<file path="src/rtl/ks_pkg.sv">
// Shared types and helpers for the key-schedule bundle loader and its
// wide-register readers.
package ks_pkg;

    localparam int WORD_W = 32;

    typedef enum logic [2:0] {
        ST_IDLE,
        ST_CHECK,
        ST_STREAM,
        ST_DONE,
        ST_ERROR
    } ks_ld_state_t;

    // Number of 32-bit words in a register of the given bit width.
    function automatic int nwords(input int width);
        return width / WORD_W;
    endfunction

endpackage

</file>
<file path="src/rtl/ks_word_mux.sv">
// Combinational NW-to-1 selector of 32-bit words from a flat wide register.
// Word n occupies bits [n*32 +: 32]; a select beyond NW-1 yields zero.
module ks_word_mux
    import ks_pkg::*;
#(
    parameter int NW = 6,
    parameter int KW = 3
) (
    input  logic [NW*WORD_W-1:0] words,
    input  logic [KW-1:0]        sel,
    output logic [WORD_W-1:0]    word
);

    // Pick the word whose index matches sel.
    always_comb begin
        word = '0;
        for (int n = 0; n < NW; n++) begin
            if (sel == KW'(n)) begin
                word = words[n*WORD_W +: WORD_W];
            end
        end
    end

endmodule

</file>
<file path="src/rtl/ks_loader32.sv">
// Key-schedule bundle loader: captures C/X on the rising edge of ks_done,
// optionally checks that all X words are pairwise distinct, then streams
// the C words followed by the X words over a valid/ready word interface.
// Build option: define KS_LOADER_XCHECK_EN to compile in the duplicate-X
// check (CHECK and ERROR states and the pair counters).
module ks_loader32
    import ks_pkg::*;
#(
    parameter int CWIDTH = 128,
    parameter int XWIDTH = 64
) (
    input  logic              clk,
    input  logic              reset_n,
    input  logic              ks_done,
    input  logic [CWIDTH-1:0] ks_cout,
    input  logic [XWIDTH-1:0] ks_xout,
    output logic [31:0]       word_data,
    output logic              word_valid,
    output logic              word_last,
    input  logic              word_ready,
    output logic              busy,
    output logic              err,
    output logic              loaded
);

    localparam int CW = nwords(CWIDTH);
    localparam int XW = nwords(XWIDTH);
    localparam int NW = CW + XW;
    localparam int KW = (NW > 1) ? $clog2(NW) : 1;
    localparam logic [KW-1:0] K_LAST = KW'(NW - 1);

    ks_ld_state_t      state_q, state_d;
    logic [KW-1:0]     k_q, k_d;
    logic [CWIDTH-1:0] c_q, c_d;
    logic [XWIDTH-1:0] x_q, x_d;
    logic              ks_done_q, ks_done_d;
    logic              armed_q, armed_d;
    logic              start;
    logic [31:0]       mux_word;

    // A ks_done that is already high when reset releases is not a rise:
    // the edge detector only arms once ks_done has been seen low.
    assign start = ks_done & ~ks_done_q & armed_q;

    ks_word_mux #(.NW(NW), .KW(KW)) u_out_mux (
        .words (({x_q, c_q})),
        .sel   (k_q),
        .word  (mux_word)
    );

`ifdef KS_LOADER_XCHECK_EN
    localparam int IW = (XW > 1) ? $clog2(XW) : 1;
    localparam logic [IW-1:0] I_LAST = IW'(XW - 2);
    localparam logic [IW-1:0] J_LAST = IW'(XW - 1);

    logic [IW-1:0] i_q, i_d;
    logic [IW-1:0] j_q, j_d;
    logic [31:0]   x_i, x_j;

    ks_word_mux #(.NW(XW), .KW(IW)) u_xi_mux (
        .words (x_q),
        .sel   (i_q),
        .word  (x_i)
    );

    ks_word_mux #(.NW(XW), .KW(IW)) u_xj_mux (
        .words (x_q),
        .sel   (j_q),
        .word  (x_j)
    );
`endif

    // Next-state logic: capture, pair check, word stepping and hand-back.
    always_comb begin
        // NOTE: every signal gets a default before the case so no path leaves it unassigned (no latch).
        state_d   = state_q;
        k_d       = k_q;
        c_d       = c_q;
        x_d       = x_q;
        ks_done_d = ks_done;
        armed_d   = armed_q | ~ks_done;
`ifdef KS_LOADER_XCHECK_EN
        i_d       = i_q;
        j_d       = j_q;
`endif
        unique case (state_q)
            ST_IDLE: begin
                if (start) begin
                    c_d = ks_cout;
                    x_d = ks_xout;
                    k_d = '0;
`ifdef KS_LOADER_XCHECK_EN
                    i_d     = '0;
                    j_d     = IW'(1);
                    state_d = ST_CHECK;
`else
                    state_d = ST_STREAM;
`endif
                end
            end
`ifdef KS_LOADER_XCHECK_EN
            ST_CHECK: begin
                if (XW < 2) begin
                    state_d = ST_STREAM;
                end else if (x_i == x_j) begin
                    state_d = ST_ERROR;
                end else if (j_q == J_LAST) begin
                    if (i_q == I_LAST) begin
                        state_d = ST_STREAM;
                    end else begin
                        i_d = i_q + IW'(1);
                        j_d = i_q + IW'(2);
                    end
                end else begin
                    j_d = j_q + IW'(1);
                end
            end
            ST_ERROR: begin
                if (!ks_done) state_d = ST_IDLE;
            end
`endif
            ST_STREAM: begin
                if (word_ready) begin
                    if (k_q == K_LAST) state_d = ST_DONE;
                    else               k_d     = k_q + KW'(1);
                end
            end
            ST_DONE: begin
                if (!ks_done) state_d = ST_IDLE;
            end
            default: state_d = ST_IDLE;
        endcase
    end

    // State and datapath registers.
    always_ff @(posedge clk or negedge reset_n) begin
        if (!reset_n) begin
            // NOTE: the captured C/X registers are cleared too, so word_data reads zero straight out of reset.
            state_q   <= ST_IDLE;
            k_q       <= '0;
            c_q       <= '0;
            x_q       <= '0;
            ks_done_q <= 1'b0;
            armed_q   <= 1'b0;
`ifdef KS_LOADER_XCHECK_EN
            i_q       <= '0;
            j_q       <= IW'(1);
`endif
        end else begin
            // NOTE: non-blocking assignments so every flop samples the pre-edge values.
            state_q   <= state_d;
            k_q       <= k_d;
            c_q       <= c_d;
            x_q       <= x_d;
            ks_done_q <= ks_done_d;
            armed_q   <= armed_d;
`ifdef KS_LOADER_XCHECK_EN
            i_q       <= i_d;
            j_q       <= j_d;
`endif
        end
    end

    // Outputs decoded purely from registered state.
    always_comb begin
        word_valid = (state_q == ST_STREAM);
        word_last  = word_valid & (k_q == K_LAST);
        word_data  = word_valid ? mux_word : 32'h0;
        busy       = (state_q == ST_CHECK) | (state_q == ST_STREAM);
        loaded     = (state_q == ST_DONE);
`ifdef KS_LOADER_XCHECK_EN
        err        = (state_q == ST_ERROR);
`else
        err        = 1'b0;
`endif
    end

endmodule
</file>
<file path="config.mk">
export PLATFORM = sky130hd
export DESIGN_NAME = ks_loader32
export DESIGN_NICKNAME = d
export VERILOG_FILES = /design/src/rtl/ks_pkg.sv /design/src/rtl/ks_word_mux.sv /design/src/rtl/ks_loader32.sv
export SDC_FILE = /design/constraint.sdc
export NUM_CORES = 1
export LEC_CHECK = 0
export ABC_CLOCK_PERIOD_IN_PS = 2200
export BUFFER_PORTS_ARGS = -buffer_cell sky130_fd_sc_hd__clkbuf_2
export CAP_MARGIN = 20
export CORE_AREA = 2 2 133 168
export DETAILED_ROUTE_END_ITERATION = 12
export DIE_AREA = 0 0 135 170
export PLACE_DENSITY = 0.71
export SLEW_MARGIN = 5
export SYNTH_ARGS = -nofsm -noshare
export SYNTH_HDL_FRONTEND = slang
export SYNTH_SLANG_ARGS = --single-unit
</file>
<file path="constraint.sdc">
create_clock -name clk -period 2.2 [get_ports clk]
set_input_delay 0.44 -clock clk [delete_from_list [all_inputs] [get_ports clk]]
set_output_delay 0.44 -clock clk [all_outputs]
set_load 0.01 [all_outputs]
</file>
== Word level (Yosys, flattened, before mapping) ==
Cells that the tools add are included.

* Add/subtract/negate cells: 1
* Multiply operators: 0
* Divide/modulo/power cells: 0
* Order comparisons: 0
* Eq/ne operators: 13
* Shift-type cells: 0
* Multiplexer cells: 16
* Bitwise gates (word level): 7
* Reductions and logical operators: 6

{| class="wikitable"
|+ Operator list
! kind !! count
|-
| $mux 32 || 7
|-
| $mux 3 || 7
|-
| $eq 3x2->1 const B || 4
|-
| $pmux 3 s3 || 1
|-
| $reduce_and 4->1 || 2
|-
| $eq 3x1->1 const B || 2
|-
| $eq 3x3->1 const B || 2
|-
| $logic_not 3->1 || 2
|-
| $ne 2x2->1 const B || 3
|-
| $pmux 3 s2 || 1
|-
| $ne 2x1->1 const B || 2
|-
| $add 3x1->3 const B || 1
|-
| $and 1x1->1 || 3
|-
| $not 1->1 || 2
|-
| $or 1x1->1 || 2
|-
| $reduce_and 2->1 || 1
|-
| $reduce_bool 2->1 || 1
|}

* Register bits after elaboration: 200
* Latch bits: 0
* Memory bits (writable): 0
* Memory bits (read-only): 0
* Input bits: 196
* Output and inout port bits: 37
* Word-level logic and storage cells: 49
* Memories: 0

== Logic depth before layout (Yosys ltp) ==
Gate-level depths: netlist (run 1).

* Word-level depth: 8
* Gate-level depth with buffers: 9
* Depth with buffers taken out: 6

== Hierarchy ==
A second synthesis (run 1) with hierarchy kept.

* Cell total of the unflattened synthesis: 679
* Area total of the unflattened synthesis: 9,743.1 µm²

{| class="wikitable"
|+ By module, submodules not included
! module !! times used !! cells each !! area each (µm²) !! sequential area each (µm²)
|-
| ks_loader32 || 1 || 481 || 7,830.0 || 4,979.8
|-
| ks_word_mux || 1 || 198 || 1,913.1 || 0.0
|}

== Worst setup path after synthesis (run 1) ==
No wires, ideal clock.

* Path kind: register to output
* Start: register k_q[0]
* End: output word_data[10]
* Arrival time: 1.779 ns
* Data required time: 1.760 ns
* Slack: -0.019 ns
* Stages on the path, launching flop included: 10
* Buffers on the path: 3
* Cell sequence: dfrtp_1 ha_1 ha_1 buf_6 or2_1 buf_2 buf_6 a21oi_1 a221oi_2 o21ai_1

* Word-level cells in the longest chain between the ends: 8
* Elaborated cells on any way between the ends: 13
* Those cells by class: eq/ne: 5; mux: 7; reduce/logical: 1

{| class="wikitable"
|+ RTL lines
! what !! line !! source
|-
| start: declaration || ks_loader32.sv:33 || <nowiki>logic [KW-1:0] k_q, k_d;</nowiki>
|-
| start signal: assignment || ks_loader32.sv:152 || <nowiki>k_q <= k_d;</nowiki>
|-
| $logic_not 3->1 || ks_word_mux.sv:18 || <nowiki>if (sel == KW'(n)) begin</nowiki>
|-
| $mux 32 (5 in series) || ks_word_mux.sv:18 ||
|-
| $mux 32 (*) || ks_word_mux.sv:18 ||
|-
| $mux 32 (*) || ks_loader32.sv:168 || <nowiki>word_data = word_valid ? mux_word : 32'h0;</nowiki>
|-
| end: declaration || ks_loader32.sv:17 || <nowiki>output logic [31:0] word_data,</nowiki>
|}

Mark *: on every way between the ends. The rest lies on a longest branch, timed or not.

== Worst setup path after layout (run 1) ==
* Start: register k_q[1]
* End: output word_data[0]

The elaborated chain is that of the path after synthesis.

==> results.tsv, run 1 <==
stage	metric	value	unit
detailed_routing	Final Routed Wirelength	25.6	mm
timing	Hold Fails Final Rpt	0	
clock_tree	Skew-Pair Late Insertion Delay	0.44	ns
placement	Placer Congestion	0.800	
global_routing	first-pass GRT wire length	38.7	mm
flow_run	max-cap violations	0	
timing	fin crit share	125	%
clock_tree	Num CTS Buffers	17	
synth	Seq/Total Area, Yosys	52.7	%
layout	Util after Layout	57.9	%
detailed_routing	ANT nets after route	0	
global_routing	GRT Total Usage	22.0	%
floorplanning	DIE HEIGHT	170	µm
clock_tree	# H-tree levels	4	
synth	Ys Warns	0	
critical_path	Crit path largest cell delay	0.40	ns
critical_path	cell chain of the critical path	buf_6 > ha_2 > ha_4 > or2_4 > buf_12 > a21oi_2 > a221oi_2 > o21ai_1 > clkbuf_2	
global_routing	total grt overflow	0	
critical_path	Max stage delay cell, worst path	dfrtp_1	
pwr	power per cell area	1490	nW/µm²
global_routing	largest net degree at the start of global routing	90	
critical_path	buffers plus inverters on the worst setup path	3	
layout	share of cells above drive strength 1	44.8	%
floorplanning	die width	135	µm
timing	Worst Tran Pin Value	0.597	ns
synth	Syn Inst Count	719	
timing	clk_skew	0.0134	ns
synth	synthesized area per cell	13.1	µm²
floorplanning	Initial Util	44.3	%
layout	Cell Count, Final, Fillers Out	1271	
synth	Post-Syn Nets	923	
placement	port bufs	231	
timing	Final WS setup	-0.541	ns
layout	Area growth, synth to finish	30.7	%
floorplanning	Rows	60	
timing	Final min period	2.74	ns
detailed_routing	vias per cell	5.37	
clock_tree	Clock Tree Root	clkbuf_16	
placement	# placed instances	1216	
clock_tree	CTS tree	yes	
floorplanning	Die ar.	23000	µm²
global_routing	initial antenna violation count	2	
synth	synthesized cell area	9450	µm²
pwr	Peak supply drop	0.721	mV
timing	Rel. slew slack	60.2	%
detailed_routing	TritonRoute pass-1 iters	4	
floorplanning	io pins	233	
synth	Post-synth EDFFs	0	
critical_path	WP data arrival	2.30	ns
synth	unique cell type count in the Yosys netlist	38	
critical_path	critical path endpoint category	output pin	
synth	Yosys reg bits	199	
critical_path	Max FO, Critical Path	15	
layout	Nets	1181	
detailed_routing	vias	6820	
clock_tree	Clock Tree Buf Depth	2	
global_routing	vias in the first global route	7141	
synth	most common flop cell mapped by yosys	dfrtp_1	
placement	DP HPWL	17.0	mm
pwr	leak pwr	5.66	nW
clock_tree	hold buffers post-CTS	0	
critical_path	Startpoint Class	flop	
timing	RSZ-0062 raised after global routing	yes	
critical_path	worst path required time	1.76	ns
status	failing checks	negative setup slack	
pwr	total power	0.0184	W
clock_tree	clk sinks	199	
worst_hold_path	Hold Path Class	in -> async	
timing	fin. max-slew vios	0	
critical_path	worst setup path category	reg -> out	
timing	Final Setup Violations	33	
timing	Fmax	0.365	GHz
clock_tree	Clk pin slew, worst setup/hold paths	0.08	ns
detailed_routing	DR DRC count	0	
synth	Async S/R FF share, synth	100	%
status	status	finished, violations left	
detailed_routing	Iter 0 DRT Violations	352	
detailed_routing	Wirelength per Cell	20.2	µm
floorplanning	area of the core	21300	µm²
critical_path	delay-heaviest family, CP	buffers and inverters	
metal layers:
metal  share of wire (%)  global-route usage [%]  vias up
met2                  51                    37.5      210
met3                 5.4                    4.71       26
li1                    -                       -     3140
met5                   0                       0        -
met4                 1.8                    6.88        0
met1                  42                    28.2     3444
registers in the layout, indices dropped and copies added, names as in the netlist:
| register | cells |
|---|---|
| k_q | 3 |
| x_q | 64 |
| state_q | 2 |
| c_q | 128 |
| armed_q | 1 |
| ks_done_q | 1 |
placed cells by master, fill, tap and decap left out, types with 29 or more instances in the layout:
| master | Yosys | layout |
|---|---|---|
| clkbuf_2 | 0 | 218 |
| dfrtp_1 | 199 | 198 |
| mux2_1 | 180 | 180 |
| inv_1 | 38 | 36 |
| nand2_1 | 38 | 34 |
| o21ai_0 | 34 | 34 |
| a221o_1 | 32 | 32 |
| a221oi_2 | 30 | 29 |
| o21ai_2 | 0 | 29 |
| buf_4 | 3 | 29 |
Yosys cell counts, types with 3 or more instances:
cell | n | area, µm²
nor2_1 | 3 | 11.3
clkbuf_1 | 8 | 30.0
o21ai_1 | 32 | 160
buf_6 | 8 | 90.1
buf_4 | 3 | 22.5
a221oi_2 | 30 | 450
a21oi_1 | 31 | 155
a221o_1 | 32 | 320
dfrtp_1 | 199 | 4980
mux2_1 | 180 | 2030
mux2_2 | 12 | 135
inv_1 | 38 | 143
clkbuf_8 | 13 | 179
ha_1 | 8 | 100
nand2_1 | 38 | 143
buf_2 | 23 | 115
o21ai_0 | 34 | 170
where the power goes:
part           switching [W]  internal (W)  total (W)
clock                0.00156       0.00163    0.00319
sequential           0.00107       0.00550    0.00657
combinational        0.00420       0.00447    0.00867
path summary, 6_finish.rpt:
path / from / endpoint / slack, ns / cells past startpoint
max: k_q[1] / word_data[0] / -0.54 / 9
min: reset_n / c_q[6] / 0.01 / 1
max reg2reg: state_q[0] / x_q[46] / 0.38 / 5
min reg2reg: armed_q / armed_q / 0.46 / 1
max in group asynchronous: reset_n / c_q[57] / 1.56 / 2
min in group clk: ks_done / ks_done_q / 0.17 / 1
per-stage QoR:
| step | area [µm²] | hold slack [ns] | setup TNS (ns) | worst slack (ns) |
|---|---|---|---|---|
| 3_5_place_dp | 11100 | 0.446 | -11.61 | -0.441 |
| 3_3_place_gp | 11100 | 0.443 | -10.59 | -0.412 |
| 4_1_cts | 12000 | 0.0172 | -16.21 | -0.523 |
| 2_1_floorplan | 9560 | 0.144 | 0 | 0.0220 |
| 6_report | 12400 | 0.0120 | -15.64 | -0.541 |
| 5_1_grt | 12400 | 0.0370 | -18.50 | -0.616 |
kinds of logic (layout without fill, tap and decap cells):
family | after synthesis | after routing | share of synthesized area, %
compound gates | 170 | 170 | 14.2
fa+ha+maj | 8 | 8 | 1.06
buf+inv | 98 | 368 | 6.73
flops | 199 | 199 | 52.7
mux | 192 | 192 | 22.9
other cells | 1 | 3 | 0.0397
simple gates | 51 | 52 | 2.38
area by class of cell:
type                            instances  area (µm²)
Multi-Input combinational cell        423        4180
Clock inverter                         15         184
Inverter                               38         143
Tap cell                              279         349
Fill cell                            1763        8970
Sequential cell                       199        4980
Antenna cell                            2        5.00
Timing Repair Buffer                  298        2090
Clock buffer                           17         425
repair_timing:
item                                    4_1_cts  5_1_grt
endpoints found under the setup margin       33       33
gates resized for setup                      39       40
pin swaps                                    21       53
cloned                                        3        6
setup buffers                                 5       10
Power figures use the tool's default switching activity.
==> inputs of run 2 (changes only) <==
--- a/config.mk
+++ b/config.mk
@@ -8,11 +8,13 @@
 export ABC_CLOCK_PERIOD_IN_PS = 2200
 export BUFFER_PORTS_ARGS = -buffer_cell sky130_fd_sc_hd__clkbuf_2
 export CAP_MARGIN = 20
-export CORE_AREA = 2 2 133 168
+export CORE_AREA = 2 2 135 170
 export DETAILED_ROUTE_END_ITERATION = 12
-export DIE_AREA = 0 0 135 170
+export DIE_AREA = 0 0 137 172
+export HOLD_SLACK_MARGIN = 0.1
 export PLACE_DENSITY = 0.71
 export SLEW_MARGIN = 5
 export SYNTH_ARGS = -nofsm -noshare
 export SYNTH_HDL_FRONTEND = slang
+export SYNTH_HIERARCHICAL = 1
 export SYNTH_SLANG_ARGS = --single-unit
==> results.tsv, run 2 <==
stage	metric	value	unit
detailed_routing	vias per cell	5.47	
critical_path	WP data arrival	2.04	ns
critical_path	Crit path largest cell delay	0.53	ns
synth	simple-gate area share of the yosys netlist	2.85	%
timing	Final min period	2.48	ns
detailed_routing	ANT nets after route	0	
worst_hold_path	Hold Path Class	in -> reg	
detailed_routing	vias	6572	
pwr	combinational share of power	45.9	%
layout	Area growth, synth to finish	25.1	%
floorplanning	DIE HEIGHT	172	µm
timing	Final Setup Violations	32	
global_routing	vias in the first global route	6907	
layout	Cell Count, Final, Fillers Out	1201	
layout	share of cells above drive strength 1	64.8	%
synth	synth cell count leaders	224 x mux2_2, 199 x dfrtp_1, 33 x o21ai_0	
pwr	leak pwr	5.52	nW
clock_tree	Skew-Pair Late Insertion Delay	0.44	ns
critical_path	worst path required time	1.76	ns
pwr	Clock power frac	17.0	%
floorplanning	io pins	233	
critical_path	cell chain of the critical path	buf_12 > mux2_2 > o32ai_4 > a221oi_2 > and2_1 > clkbuf_2	
synth	Post-synth EDFFs	0	
synth	Syn Inst Count	679	
detailed_routing	Final Routed Wirelength	25.1	mm
floorplanning	Initial Util	44.3	%
floorplanning	Rows	61	
pwr	Sw Ratio	35.2	%
synth	Post-Syn Nets	881	
clock_tree	Num CTS Buffers	17	
global_routing	initial antenna violation count	3	
timing	Rel. slew slack	66.0	%
synth	cell with the most instances after synthesis	mux2_2	
placement	port bufs	231	
timing	Hold Fails Final Rpt	0	
synth	unique cell type count in the Yosys netlist	32	
pwr	NetSw	0.00626	W
placement	Placer Congestion	0.764	
detailed_routing	TritonRoute pass-1 iters	4	
critical_path	worst setup path category	reg -> out	
clock_tree	Clock Tree Root	clkbuf_16	
floorplanning	Die ar.	23600	µm²
clock_tree	# H-tree levels	4	
critical_path	Startpoint Class	flop	
pwr	P_int	0.0115	W
critical_path	Max FO, Critical Path	18	
clock_tree	Clk pin slew, worst setup/hold paths	0.07	ns
timing	clk_skew	0.00901	ns
clock_tree	CTS tree	yes	
clock_tree	Clock Tree Buf Depth	2	
layout	most frequent cells in the layout	228 x clkbuf_2, 221 x mux2_2, 197 x dfrtp_1	
clock_tree	clk sinks	199	
pwr	Peak supply drop	0.698	mV
floorplanning	area of the core	22000	µm²
synth	most common flop cell mapped by yosys	dfrtp_1	
timing	Worst Tran Pin Value	0.510	ns
global_routing	largest net degree at the start of global routing	88	
layout	Nets	1106	
synth	Ys Warns	6	
detailed_routing	Wirelength per Cell	20.9	µm
synth	cell taking the most area after synthesis	dfrtp_1	
placement	# placed instances	1160	
synth	mux share of post-synthesis cell area	26.2	%
synth	Synth Area in Adders	0.771	%
placement	DP HPWL	16.8	mm
synth	Yosys top cell area share	51.1	%
layout	max reg flops	128	
layout	most common cell after layout, fill and taps aside	clkbuf_2	
layout	number of fillers in the final layout	1852	
timing	fin. max-slew vios	0	
synth	synth top area cells	dfrtp_1 51%, mux2_2 26%, o32ai_2 5.0%	
status	status	finished, violations left	
layout	Largest Register	c_q	
pwr	Sequential Power Share	37.1	%
synth	Yosys reg bits	199	
synth	post-synthesis compound-gate area fraction	14.0	%
timing	fin crit share	113	%
synth	synthesized cell area	9740	µm²
timing	Fmax	0.402	GHz
timing	Final WS setup	-0.285	ns
detailed_routing	Iter 0 DRT Violations	334	
floorplanning	die width	137	µm
flow_run	max-cap violations	0	
synth	xor and xnor fraction of the mapped netlist area	0	%
synth	Seq/Total Area, Yosys	51.1	%
detailed_routing	DR DRC count	0	
timing	RSZ-0062 raised after global routing	yes	
status	failing checks	negative setup slack	
critical_path	critical path endpoint category	output pin	
layout	Regs by FF count	c_q: 128 flops, x_q: 64 flops, k_q: 3 flops	
synth	Async S/R FF share, synth	100	%
global_routing	GRT Total Usage	21.3	%
synth	synthesized area per cell	14.3	µm²
synth	largest family of logic cells by synthesized area	multiplexers	
critical_path	Max stage delay cell, worst path	dfrtp_4	
timing	hold slack	0.169	ns
global_routing	total grt overflow	0	
global_routing	first-pass GRT wire length	37.6	mm
pwr	power per cell area	1460	nW/µm²
[run 2: cell families (layout without fill, tap and decap cells)]
logic type | count (synthesis) | in the layout
fa+ha+maj | 6 | 6
buf+inv | 66 | 304
mux | 227 | 227
simple gates | 46 | 46
other cells | 1 | 2
compound gates | 134 | 134
flops | 199 | 199
[run 2: what timing repair did]
item | 4_1_cts | 5_1_grt
cloned | 4 | 2
pin swaps | 7 | 7
hold buffers | 1 | 0
gates resized for setup | 33 | 11
setup endpoints to repair | 33 | 33
hold endpoints to repair | 45 | 0
buffers inserted | 1 | 1
[run 2: path summary, 6_finish.rpt]
check	from	endpoint	slack [ns]	cells after the start
setup / recovery	k_q[2]	word_data[15]	-0.28	6
hold / removal	ks_done	ks_done_q	0.17	1
setup reg to reg	state_q[1]	c_q[13]	0.24	5
hold reg to reg	c_q[113]	c_q[113]	0.50	1
max in group asynchronous	reset_n	c_q[87]	1.04	3
min in group asynchronous	reset_n	c_q[72]	0.50	2
[run 2: cell type report]
type | instances | area [µm²] | area share (%)
Sequential cell | 199 | 4980 | 40.9
Multi-Input combinational cell | 414 | 4480 | 36.7
Timing Repair Buffer | 264 | 1760 | 14.5
Clock buffer | 19 | 453 | 3.72
Tap cell | 283 | 354 | 2.91
Clock inverter | 13 | 113 | 0.924
Inverter | 8 | 37.5 | 0.308
Antenna cell | 1 | 2.50 | 0.0205
[run 2: stage by stage]
stage / setup WS [ns] / area [µm²] / TNS (ns) / power, W / utilization (%)
finish: -0.285 / 12200 / -8.14 / 0.0178 / 55.4
floorplan: 0.299 / 9740 / 0 / 0.0119 / -
detailed placement: 0.108 / 11200 / 0 / 0.0141 / 51.0
global placement: 0.159 / 11200 / 0 / 0.0139 / 51.0
global route: -0.369 / 12200 / -10.92 / 0.0188 / 55.4
CTS: -0.308 / 12100 / -8.77 / 0.0178 / 55.1
[run 2: power groups by stage]
stage | combinational (W) | clock [W] | sequential, W
final | 0.00817 | 0.00302 | 0.00659
after global routing | 0.00878 | 0.00326 | 0.00679
after CTS | 0.00810 | 0.00311 | 0.00656
after detailed placement | 0.00752 | 0 | 0.00657
after global placement | 0.00737 | 0 | 0.00652
after floorplan | 0.00574 | 0 | 0.00619
[run 2: worst max-delay path, delay by kind of cell, from the launching register on]
| kind | cells | cell delay [ns] |
|---|---|---|
| AND/OR/NAND/NOR | 1 | 0.17 |
| AO/OA/AOI/OAI | 2 | 0.18 |
| multiplexers | 1 | 0.38 |
| buffers and inverters | 2 | 0.32 |
| flip-flops | 1 | 0.53 |
[run 2: layer usage]
layer / up-vias / routed length (µm) / global-route usage [%]
met5: - / 27 / 0
met1: 3322 / 10300 / 25.6
met4: 4 / 651 / 8.25
li1: 3023 / - / -
met3: 38 / 1210 / 4.98
met2: 185 / 13000 / 37.0
==> inputs of run 3 (changes only) <==
--- a/config.mk
+++ b/config.mk
@@ -13,6 +13,7 @@
 export DIE_AREA = 0 0 137 172
 export HOLD_SLACK_MARGIN = 0.1
 export PLACE_DENSITY = 0.71
+export SETUP_SLACK_MARGIN = 0.15
 export SLEW_MARGIN = 5
 export SYNTH_ARGS = -nofsm -noshare
 export SYNTH_HDL_FRONTEND = slang
==> results.tsv, run 3 (synthesis gave the netlist of run 2 again) <==
stage	metric	value	unit
status	status	finished, violations left	
status	failing checks	negative setup slack	
floorplanning	Rows	61	
layout	Largest Register	c_q	
global_routing	met2 Usage GRT	36.9	%
placement	port bufs	231	
critical_path	worst setup path category	reg -> out	
flow_run	max-cap violations	0	
layout	Regs by FF count	c_q: 128 flops, x_q: 64 flops, k_q: 3 flops	
global_routing	GRT Max-Usage Layer	met2	
pwr	leak pwr	5.57	nW
layout	Cell Count, Final, Fillers Out	1203	
worst_hold_path	hold path depth	1	
detailed_routing	ANT nets after route	0	
critical_path	buffers plus inverters on the worst setup path	2	
pwr	total power	0.0179	W
critical_path	critical path endpoint category	output pin	
timing	final setup TNS	-8.00	ns
critical_path	WP data arrival	2.05	ns
detailed_routing	DR DRC count	0	
timing	fin. max-slew vios	0	
layout	most frequent cells in the layout	227 x clkbuf_2, 214 x mux2_2, 197 x dfrtp_1	
timing	Final min period	2.49	ns
timing	Final Setup Violations	32	
global_routing	initial antenna violation count	3	
global_routing	GRT met3 Usage	4.98	%
global_routing	total grt overflow	0	
critical_path	Crit path largest cell delay	0.53	ns
critical_path	delay-heaviest family, CP	flip-flops	
floorplanning	Die ar.	23600	µm²
critical_path	Max FO, Critical Path	18	
worst_hold_path	Hold Path Class	in -> reg	
global_routing	largest net degree at the start of global routing	88	
global_routing	GRT Total Usage	21.3	%
clock_tree	CTS tree	yes	
pwr	Peak supply drop	0.691	mV
critical_path	r2r setup slk	0.23	ns
timing	fin crit share	113	%
floorplanning	Initial Util	44.3	%
global_routing	first-pass GRT wire length	37.6	mm
placement	worst slack, placed	0.108	ns
detailed_routing	Iter 0 DRT Violations	307	
detailed_routing	vias	6596	
detailed_routing	Final Routed Wirelength	25.3	mm
clock_tree	Clock Tree Root	clkbuf_16	
layout	Nets	1108	
critical_path	Startpoint Class	flop	
global_routing	met1 GRT Util	25.6	%
clock_tree	clk sinks	199	
timing	Fmax	0.402	GHz
placement	DP HPWL	16.8	mm
critical_path	worst-case reg-to-reg path depth	5	
clock_tree	Clock Tree Buf Depth	2	
clock_tree	Clk pin slew, worst setup/hold paths	0.07	ns
timing	RSZ-0062 raised after global routing	yes	
timing	Hold Fails Final Rpt	0	
clock_tree	Skew-Pair Late Insertion Delay	0.44	ns
detailed_routing	TritonRoute pass-1 iters	4	
critical_path	Max stage delay cell, worst path	dfrtp_4	
critical_path	worst path required time	1.76	ns
layout	Area growth, synth to finish	25.9	%
floorplanning	io pins	233	
clock_tree	# H-tree levels	4	
layout	share of cells above drive strength 1	65.0	%
critical_path	cell chain of the critical path	buf_12 > mux2_2 > o32ai_2 > a221oi_1 > and2_1 > clkbuf_2	
global_routing	vias in the first global route	6901	
detailed_routing	Wirelength per Cell	21.1	µm
placement	Placer Congestion	0.764	
detailed_routing	vias per cell	5.48	
floorplanning	area of the core	22000	µm²
critical_path	WP depth	6	
layout	max reg flops	128	
timing	clk_skew	0.00814	ns
floorplanning	die width	137	µm
floorplanning	DIE HEIGHT	172	µm
clock_tree	Num CTS Buffers	17	
timing	hold slack	0.168	ns
layout	most common cell after layout, fill and taps aside	clkbuf_2	
timing	Final WS setup	-0.286	ns
pwr	power per cell area	1460	nW/µm²
placement	# placed instances	1160	
[run 3: cell count changes in the layout (fill, tap and decap cells not counted), sizes merged]
cell | before | now
buf | 31 | 33
[run 3: cell type report]
type	instances	area, µm²
Sequential cell	199	4980
Tap cell	283	354
Clock inverter	13	113
Clock buffer	19	453
Antenna cell	1	2.50
Fill cell	1838	9710
Inverter	8	37.5
Timing Repair Buffer	266	1810
Multi-Input combinational cell	414	4510
[run 3: layer usage]
metal	share of wire [%]	wire, µm	vias up
li1	-	-	3025
met1	40	10100	3311
met2	52	13200	214
met3	5.2	1330	42
met4	2.6	669	4
met5	0.11	27	-
[run 3: through the flow]
| step | area, µm² | util [%] |
|---|---|---|
| 3_3_place_gp | 11200 | 51.0 |
| 5_1_grt | 12300 | 55.8 |
| 2_1_floorplan | 9740 | - |
| 3_5_place_dp | 11200 | 51.0 |
| 6_report | 12300 | 55.8 |
| 4_1_cts | 12100 | 55.2 |
[run 3: final timing paths]
path,from,end
min,ks_done,ks_done_q
max,k_q[2],word_data[5]
min in group asynchronous,reset_n,c_q[72]
max in group asynchronous,reset_n,k_q[1]
min reg2reg,c_q[105],c_q[105]
max reg2reg,state_q[1],c_q[13]
[run 3: power by group]
part           switching (W)  internal [W]
combinational        0.00370       0.00457
clock                0.00148       0.00154
sequential           0.00110       0.00550
[run 3: repair_timing]
action / 4_1_cts / 5_1_grt
hold buffers: 1 / 0
resized for setup: 34 / 20
hold endpoints to repair: 45 / 0
pin swaps: 7 / 6
setup endpoints to repair: 33 / 33
gates cloned: 4 / 3
buffers inserted: 1 / 1
